--- config.mk ---
export PLATFORM = sky130hd
export DESIGN_NAME = crono_ctrl_flat
export DESIGN_NICKNAME = d
export VERILOG_FILES = /design/src/rtl/crono_pkg.sv /design/src/rtl/crono_ctrl_if.sv /design/src/rtl/crono_btn_sync.sv /design/src/rtl/crono_ctrl.sv /design/src/flat_wrapper.sv
export SDC_FILE = /design/constraint.sdc
export NUM_CORES = 1
export LEC_CHECK = 0
export ABC_AREA = 1
export BUFFER_PORTS_ARGS = -buffer_cell sky130_fd_sc_hd__buf_2
export CORE_UTILIZATION = 30
export CTS_CLUSTER_SIZE = 28
export DETAILED_ROUTE_END_ITERATION = 10
export GPL_ROUTABILITY_DRIVEN = 0
export GPL_TIMING_DRIVEN = 0
export PLACE_DENSITY = 0.43
export SLEW_MARGIN = 20
export SYNTH_ARGS = -nofsm -noshare
export SYNTH_HDL_FRONTEND = slang
export SYNTH_SLANG_ARGS = --single-unit
--- constraint.sdc ---
create_clock -name clk -period 1.4 [get_ports clk]
set_input_delay 0 -clock clk [delete_from_list [all_inputs] [get_ports clk]]
set_output_delay 0 -clock clk [all_outputs]
set_load 0.01 [all_outputs]
--- src/rtl/crono_pkg.sv ---
// Shared stopwatch types: run-control state encoding, button pulse priority
// and the prescaler width helper.
package crono_pkg;

  typedef enum logic [1:0] {
    StIdle  = 2'b00,
    StRun   = 2'b01,
    StPause = 2'b10,
    StLap   = 2'b11
  } state_e;

  // Bit positions in the pulse vector; a higher index wins.
  localparam int unsigned PrioLap = 0;
  localparam int unsigned PrioSs  = 1;
  localparam int unsigned PrioClr = 2;

  // Bits needed to count 0..n-1, never less than one.
  function automatic int unsigned crono_width(input int unsigned n);
    return (n <= 2) ? 1 : $clog2(n);
  endfunction

  // Keep only the highest-priority pulse of the cycle.
  function automatic logic [2:0] prio_pick(input logic [2:0] p);
    logic [2:0] win;
    win = '0;
    if (p[PrioClr])     win[PrioClr] = 1'b1;
    else if (p[PrioSs]) win[PrioSs]  = 1'b1;
    else                win[PrioLap] = p[PrioLap];
    return win;
  endfunction

endpackage

--- src/rtl/crono_ctrl_if.sv ---
// Button/datapath-side signal bundle of the stopwatch run-control sequencer.
interface crono_ctrl_if;
  logic       btn_ss;
  logic       btn_lap;
  logic       btn_clr;
  logic       at_max;
  logic       tick_en;
  logic       cnt_clr;
  logic       freeze;
  logic [1:0] state;
  logic       run_led;

  modport master (
    output btn_ss, btn_lap, btn_clr, at_max,
    input  tick_en, cnt_clr, freeze, state, run_led
  );

  modport slave (
    input  btn_ss, btn_lap, btn_clr, at_max,
    output tick_en, cnt_clr, freeze, state, run_led
  );
endinterface

--- src/rtl/crono_btn_sync.sv ---
// Two-flop synchronizer plus rising-edge detector: one pulse per press.
module crono_btn_sync (
  input  logic clk,
  input  logic rst_n,
  input  logic btn_i,
  output logic pulse_o
);

  logic [1:0] sync_q;
  logic       prev_q;

  always_ff @(posedge clk or negedge rst_n) begin
    if (!rst_n) begin
      sync_q <= 2'b00;
      prev_q <= 1'b0;
    end else begin
      sync_q <= {sync_q[0], btn_i};
      prev_q <= sync_q[1];
    end
  end

  assign pulse_o = sync_q[1] & ~prev_q;

endmodule

--- src/rtl/crono_ctrl.sv ---
// Stopwatch run-control FSM and one-per-second prescaler.
// Define CRONO_LAP_EN to build the LAP state, lap button and display freeze.
module crono_ctrl
  import crono_pkg::*;
#(
  parameter int unsigned CLK_HZ  = 50_000_000,
  parameter int unsigned TICK_HZ = 1
) (
  input logic         clk,
  input logic         rst_n,
  crono_ctrl_if.slave bus
);

  localparam int unsigned   Div   = CLK_HZ / TICK_HZ;
  localparam int unsigned   PsW   = crono_width(Div);
  localparam logic [PsW-1:0] PsMax = PsW'(Div - 1);

  logic       ss_p, clr_p, lap_p;
  logic [2:0] raw, win;

  crono_btn_sync u_sync_ss (
    .clk    (clk),
    .rst_n  (rst_n),
    .btn_i  (bus.btn_ss),
    .pulse_o(ss_p)
  );

  crono_btn_sync u_sync_clr (
    .clk    (clk),
    .rst_n  (rst_n),
    .btn_i  (bus.btn_clr),
    .pulse_o(clr_p)
  );

`ifdef CRONO_LAP_EN
  crono_btn_sync u_sync_lap (
    .clk    (clk),
    .rst_n  (rst_n),
    .btn_i  (bus.btn_lap),
    .pulse_o(lap_p)
  );
`else
  logic unused_lap;
  assign lap_p      = 1'b0;
  assign unused_lap = bus.btn_lap;
`endif

  always_comb begin
    raw          = '0;
    raw[PrioClr] = clr_p;
    raw[PrioSs]  = ss_p;
    raw[PrioLap] = lap_p;
  end

  assign win = prio_pick(raw);

  state_e         state_q, state_d;
  logic [PsW-1:0] ps_q, ps_d;
  logic           cnt_clr_q, run_led_q;
  logic           running, wrap;

`ifdef CRONO_LAP_EN
  assign running = (state_q == StRun) || (state_q == StLap);
`else
  assign running = (state_q == StRun);
`endif
  assign wrap        = running && (ps_q == PsMax);
  assign bus.tick_en = wrap && !bus.at_max;

  always_comb begin
    state_d = state_q;
    ps_d    = ps_q;
    if (win[PrioClr]) begin
      state_d = StIdle;
      ps_d    = '0;
    end else begin
      case (state_q)
`ifdef CRONO_LAP_EN
        StRun, StLap: begin
`else
        StRun: begin
`endif
          ps_d = wrap ? '0 : ps_q + 1'b1;
          // Saturation at 59:59 parks the watch instead of issuing the tick.
          if (wrap && bus.at_max)  state_d = StPause;
          else if (win[PrioSs])    state_d = StPause;
          else if (win[PrioLap])   state_d = (state_q == StLap) ? StRun : StLap;
        end
        StPause: begin
          if (win[PrioSs] && !bus.at_max) state_d = StRun;
        end
        default: begin
          ps_d = '0;
          if (win[PrioSs]) state_d = StRun;
        end
      endcase
    end
  end

`ifdef CRONO_LAP_EN
  logic freeze_q;
`endif

  always_ff @(posedge clk or negedge rst_n) begin
    if (!rst_n) begin
      state_q   <= StIdle;
      ps_q      <= '0;
      cnt_clr_q <= 1'b0;
      run_led_q <= 1'b0;
`ifdef CRONO_LAP_EN
      freeze_q  <= 1'b0;
`endif
    end else begin
      state_q   <= state_d;
      ps_q      <= ps_d;
      cnt_clr_q <= win[PrioClr];
      run_led_q <= (state_d == StRun) || (state_d == StLap);
`ifdef CRONO_LAP_EN
      freeze_q  <= (state_d == StLap);
`endif
    end
  end

  assign bus.state   = state_q;
  assign bus.cnt_clr = cnt_clr_q;
  assign bus.run_led = run_led_q;
`ifdef CRONO_LAP_EN
  assign bus.freeze  = freeze_q;
`else
  assign bus.freeze  = 1'b0;
`endif

endmodule

--- src/flat_wrapper.sv ---
// flat-port wrapper written by rule: the top's interface ports become plain ports
module crono_ctrl_flat import crono_pkg::*;
#(
  parameter int unsigned CLK_HZ  = 50_000_000,
  parameter int unsigned TICK_HZ = 1
)
  (clk, rst_n, bus_btn_ss, bus_btn_lap, bus_btn_clr, bus_at_max, bus_tick_en, bus_cnt_clr, bus_freeze, bus_state, bus_run_led);
  crono_ctrl_if bus_i ();
  input logic clk;
  input logic rst_n;
  input wire logic [$bits(bus_i.btn_ss)-1:0] bus_btn_ss;
  input wire logic [$bits(bus_i.btn_lap)-1:0] bus_btn_lap;
  input wire logic [$bits(bus_i.btn_clr)-1:0] bus_btn_clr;
  input wire logic [$bits(bus_i.at_max)-1:0] bus_at_max;
  output wire logic [$bits(bus_i.tick_en)-1:0] bus_tick_en;
  output wire logic [$bits(bus_i.cnt_clr)-1:0] bus_cnt_clr;
  output wire logic [$bits(bus_i.freeze)-1:0] bus_freeze;
  output wire logic [$bits(bus_i.state)-1:0] bus_state;
  output wire logic [$bits(bus_i.run_led)-1:0] bus_run_led;
  assign bus_i.btn_ss = bus_btn_ss;
  assign bus_i.btn_lap = bus_btn_lap;
  assign bus_i.btn_clr = bus_btn_clr;
  assign bus_i.at_max = bus_at_max;
  assign bus_tick_en = bus_i.tick_en;
  assign bus_cnt_clr = bus_i.cnt_clr;
  assign bus_freeze = bus_i.freeze;
  assign bus_state = bus_i.state;
  assign bus_run_led = bus_i.run_led;
  crono_ctrl #(.CLK_HZ(CLK_HZ), .TICK_HZ(TICK_HZ)) u_core (.clk(clk), .rst_n(rst_n), .bus(bus_i));
endmodule
# Word-level counts from Yosys, hierarchy flattened
# Cells that the tools add are included.
# word_totals
ff_bits	36
output_inout_bits	6
elab_cells	40
# op_classes
n_addsub	1
eq_ne	7
n_mux	14
bitwise_logic	4
reduce_logical	6
# op_table
operator	count
two-way mux 26 bit	2
one-hot mux 26 bit (2 select lines)	1
adder 26 x 1 -> 26 bit, second input constant	1
== test 26 bit, second input constant	1
two-way mux 2 bit	8
== test 2 bit, second input constant	3
== test 2 x 1 -> 1 bit, second input constant	2
logical AND 1 bit	4
one-hot mux 2 bit (2 select lines)	1
AND 1 bit	2
two-way mux 1 bit	2
inequality test 2 x 1 -> 1 bit, second input constant	1
inverter 1 bit	2
logical NOT 1 bit	1
logical OR 1 bit	1

# Depth between registers and ports, before layout
# logic_depth
word_depth	11
depth_mapped	11

# Cells and area by module
# A second synthesis with hierarchy kept.
# hier_totals
hier_cells	307
hier_area_um2	2180.8
# modules_own_cells
module	instances	cells_per_inst	area_each_um2	seq_area_each_um2
crono_ctrl	1	297	2010.7	725.7
crono_btn_sync	2	5	85.1	75.1

# Least setup slack after synthesis
# No wires, ideal clock.
# synth_timing
kind	reg-to-reg
start	register u_core.bus.run_led (netlist name)
end	register u_core.ps_q[5]
setup_ns	0.113
arrival_time_ns	1.463
t_required_ns	1.287
slack_ns	-0.176
path_stages_with_launch	9
cell_sequence	dfrtp_1 > inv_1 > ha_1 > nand2_2 > nand3_1 > inv_1 > or2_2 > nand2_1 > inv_1
# synth_lines
item	line_no	source
to (signal assigned)	crono_ctrl.sv:115	ps_q <= ps_d;
to (decl)	crono_ctrl.sv:58	logic [PsW-1:0] ps_q, ps_d;

# Final worst setup path
# layout_timing
start	register u_core.ps_q[1]
end	register u_core.ps_q[0]
# layout_between
elab_chain_cells	5
# layout_rtl
item	line_no	source
== test 26 bit	crono_ctrl.sv:67	assign wrap = running && (ps_q == PsMax);
logical AND 1 bit	crono_ctrl.sv:67	
two-way mux 26 bit	crono_ctrl.sv:83	ps_d = wrap ? '0 : ps_q + 1'b1;
one-hot mux 26 bit (2 select lines)	crono_ctrl.sv:77	case (state_q)
two-way mux 26 bit	crono_ctrl.sv:73	if (win[PrioClr]) begin
# No other way between the ends.
# A chain may end at the register's enable or synchronous reset.

==> run_results.csv <==
group,metric,value,unit
power,ir_worst_vdd,0.483,mV
timing,fmax,579,MHz
synth,yosys_warnings,0,
worst_hold_path,hold_start,"bus_at_max",
detailed_routing,drc,0,
power,p_leak,1.25,nW
cts,cts.sinks,35,
worst_hold_path,hold_path_class,"input port to flop",
detailed_routing,route.detailed.wl_per_inst,14.1,um
critical_path,end_kind,"flop",
critical_path,cp_max_fo,7,
placement,dpl_cell_area,2370,um^2
timing,finalMaxSlewViolations,0,
critical_path,cp-startpoint,"u_core.ps_q[1]",
critical_path,r2r_end,"u_core.ps_q[0]",
cts,clkTransAtPathRegs,0.07,ns
die,initial_utilization,0.315,
synth,synthMuxAreaShare,0,
detailed_routing,dr.pass1.iters,4,
placement,dp_hpwl,4300,um
synth,syn_nets,315,
synth,ys_ff_latch,35,
synth,synthDistinctLibCells,29,
finish,drive_above_1_share,0.322,
finish,final_net_count,356,
timing,timing.slew.headroom,0.469,
timing,finalHoldViolations,0,
detailed_routing,initialDrtViolationCount,123,
power,power_density,1160,nW/um^2
grt,grt_first_pass_wirelength,10200,um
synth,ys_seq_area_frac,0.404,
synth,synth-simple-area-share,0.383,
worst_hold_path,holdPathEnd,"u_core.bus.run_led",
cts,clk_latency,0.29,ns
critical_path,reg2reg_slack,-0.33,ns
cts,cts-root-buf,"clkbuf_8",
placement,port_buffers,9,
critical_path,crit_arrival,1.91,ns
grt,track_usage,0.178,
finish,design_area,2900,um^2
synth,synthXorXnorAreaFrac,0.0121,
synth,synth_compound_area_frac,0.0918,
die,die-width,87.0,um
synth,yosysTopAreaCell,"dfrtp_1",
die,num_rows,30,
critical_path,critical_path.reg2reg.startpoint,"u_core.ps_q[1]",
cts,cts_tree,"built",
detailed_routing,drt_wl_total,6260,um
synth,synth.most_common_cell,"nand2_1",
detailed_routing,ant_nets,0,
critical_path,worst_setup_path_start_kind,"flop",
synth,synthTopCellsByArea,"dfrtp_1 40%, nand2_1 14%, inv_1 7.4%, nor2_1 7.1%, nand3_1 4.8%",
timing,worst_pin_slew,0.796,ns
synth,synth_async_sr_flop_share,1.00,
critical_path,path_class,"flop to flop",
synth,synth_cells,306,
timing,clock_skew,0.00594,ns
synth,synth_top_area_share,0.404,
synth,synth_edf_count,0,
die,core_area,6870,um^2
die,design.die.area,7570,um^2
finish,utilization,0.421,
timing,setup_viol,28,
synth,synthAdderAreaFrac,0.0173,
synth,synth_common_cells,"78 x nand2_1, 43 x inv_1, 41 x nor2_1, 35 x dfrtp_1, 21 x nand3_1",
detailed_routing,via_per_inst,4.71,
timing,setup_ws,-0.326,ns
grt,grt_max_degree,36,
worst_hold_path,hold_depth,4,
finish,nFillCells,730,
synth,synth_top_family_by_area,"simple AND/OR/NAND/NOR gates",
critical_path,critical_path_required,1.58,ns
synth,netlist_area,2170,um^2
flow_run,cap_violations,0,
timing,fin_crit_sh,1.23,
finish,antenna-diode-count,0,
run_status,violations,"setup timing",
cts,clockBufferDepth,2,
grt,overflow,0,
synth,syn_avg_cell_area,7.08,um^2
grt,grt_pass1_vias,1986,
synth,synth_ff_type,"dfrtp_1",
finish,areaGrowthSynthToFinish,33.6,%
die,ios,12,
critical_path,r2r_cells,9,
timing,rsz0062_at_grt,"yes",
grt,antenna_found_initial,0,
die,fp.dieH,87.0,um
detailed_routing,via_count,2090,
run_status,status,"finished, violations left",
timing,min_period,1.73,ns
cts,cts_inserted_buffers,5,
cts,h-tree-depth,2,
[report_power, final]
group | internal [mW] | switching (mW)
Sequential | 1.08 | 0.0510
Combinational | 0.593 | 0.811
Clock | 0.449 | 0.366
Total | 2.12 | 1.23
[routing by layer]
layer  share of wire  routed length (um)  global-route usage
met1            0.47                2960               0.245
met2            0.48                3020               0.284
met3           0.033                 207              0.0284
met4           0.011                  69              0.0576
met5               0                   0                   0
[worst max-delay path, stage by stage (launching register included)]
cell	delay (ns)
dfrtp_1	0.38
ha_2	0.19
nand2_2	0.07
nor2_4	0.22
nand2_2	0.13
nor2_4	0.12
nand2_4	0.12
nand2_4	0.13
nor2_4	0.08
o21a_1	0.17
[repair_timing]
action                                 CTS  global route
setup endpoints to repair               29            29
buffers inserted                        19             3
pin swaps                               18             9
hold buffers                             3             0
gates resized for setup                 40            15
endpoints found under the hold margin   37             0
[metrics by stage]
stage	setup TNS (ns)	setup WS [ns]	std cells	hold WS (ns)	total power [mW]
6_report	-7.35	-0.326	444	0.0747	3.35
5_1_grt	-10.17	-0.418	444	0.0876	3.57
4_1_cts	-6.21	-0.316	441	0.0574	3.28
3_5_place_dp	-6.72	-0.344	411	0.113	2.10
3_3_place_gp	-6.96	-0.336	411	0.108	2.11
2_1_floorplan	-0.596	-0.0644	306	-0.296	1.81
[worst max path at each step]
stage,to,depth (start not counted)
after global placement,u_core.ps_q[20],10
final,u_core.ps_q[0],9
after floorplan,u_core.ps_q[5],8
after CTS,bus_tick_en,6
after global routing,u_core.ps_q[0],9
after detailed placement,u_core.ps_q[20],11
[sequential cells by signal (all words and copies together), names as in the netlist]
| signal | cells |
|---|---|
| u_core.bus.state | 1 |
| u_core.u_sync_ss.sync_q | 2 |
| u_core.u_sync_ss.prev_q | 1 |
| u_core.bus.run_led | 1 |
| u_core.u_sync_clr.sync_q | 2 |
| u_core.ps_q | 26 |
| u_core.u_sync_clr.prev_q | 1 |
| u_core.bus.cnt_clr | 1 |
[cells by family (layout without fill, tap and decap cells)]
logic type	count (synthesis)	count (layout)
buffers and inverters	49	91
xor gates and xnor gates	3	3
DFF	35	35
and+or+nand+nor	180	180
other	1	1
adders and majority gates	3	3
AOI/OAI and AO/OA	35	35
[cell usage in the layout (no fill, tap or decap), types with 2 or more instances in the layout]
cell type,instances
o21ai_1,5
o21ai_2,3
nand4_1,7
nor3_1,6
nor2_4,9
nand2_1,70
nor3_2,4
nor2_2,9
o21ai_0,5
buf_2,9
ha_4,2
xor2_1,2
nand2_4,6
nand3_1,15
a21oi_4,2
dlygate4sd3_1,3
dfrtp_1,32
buf_6,4
nor2_1,33
clkbuf_8,7
a21oi_2,6
nand2_2,10
nand3_2,4
a21oi_1,9
nand3_4,2
inv_2,5
inv_1,39
a31oi_1,3
buf_4,21
dfrtp_2,3
[area by class of cell]
type | instances | area, um^2 | share of cell area
Inverter | 45 | 171 | 0.0592
Timing Repair Buffer | 34 | 264 | 0.0912
Tap cell | 96 | 120 | 0.0415
Multi-Input combinational cell | 222 | 1330 | 0.458
Clock buffer | 8 | 100 | 0.0346
Sequential cell | 35 | 880 | 0.304
Buffer | 4 | 33.8 | 0.0117
No activity file was read; power rests on OpenSTA's default activity.
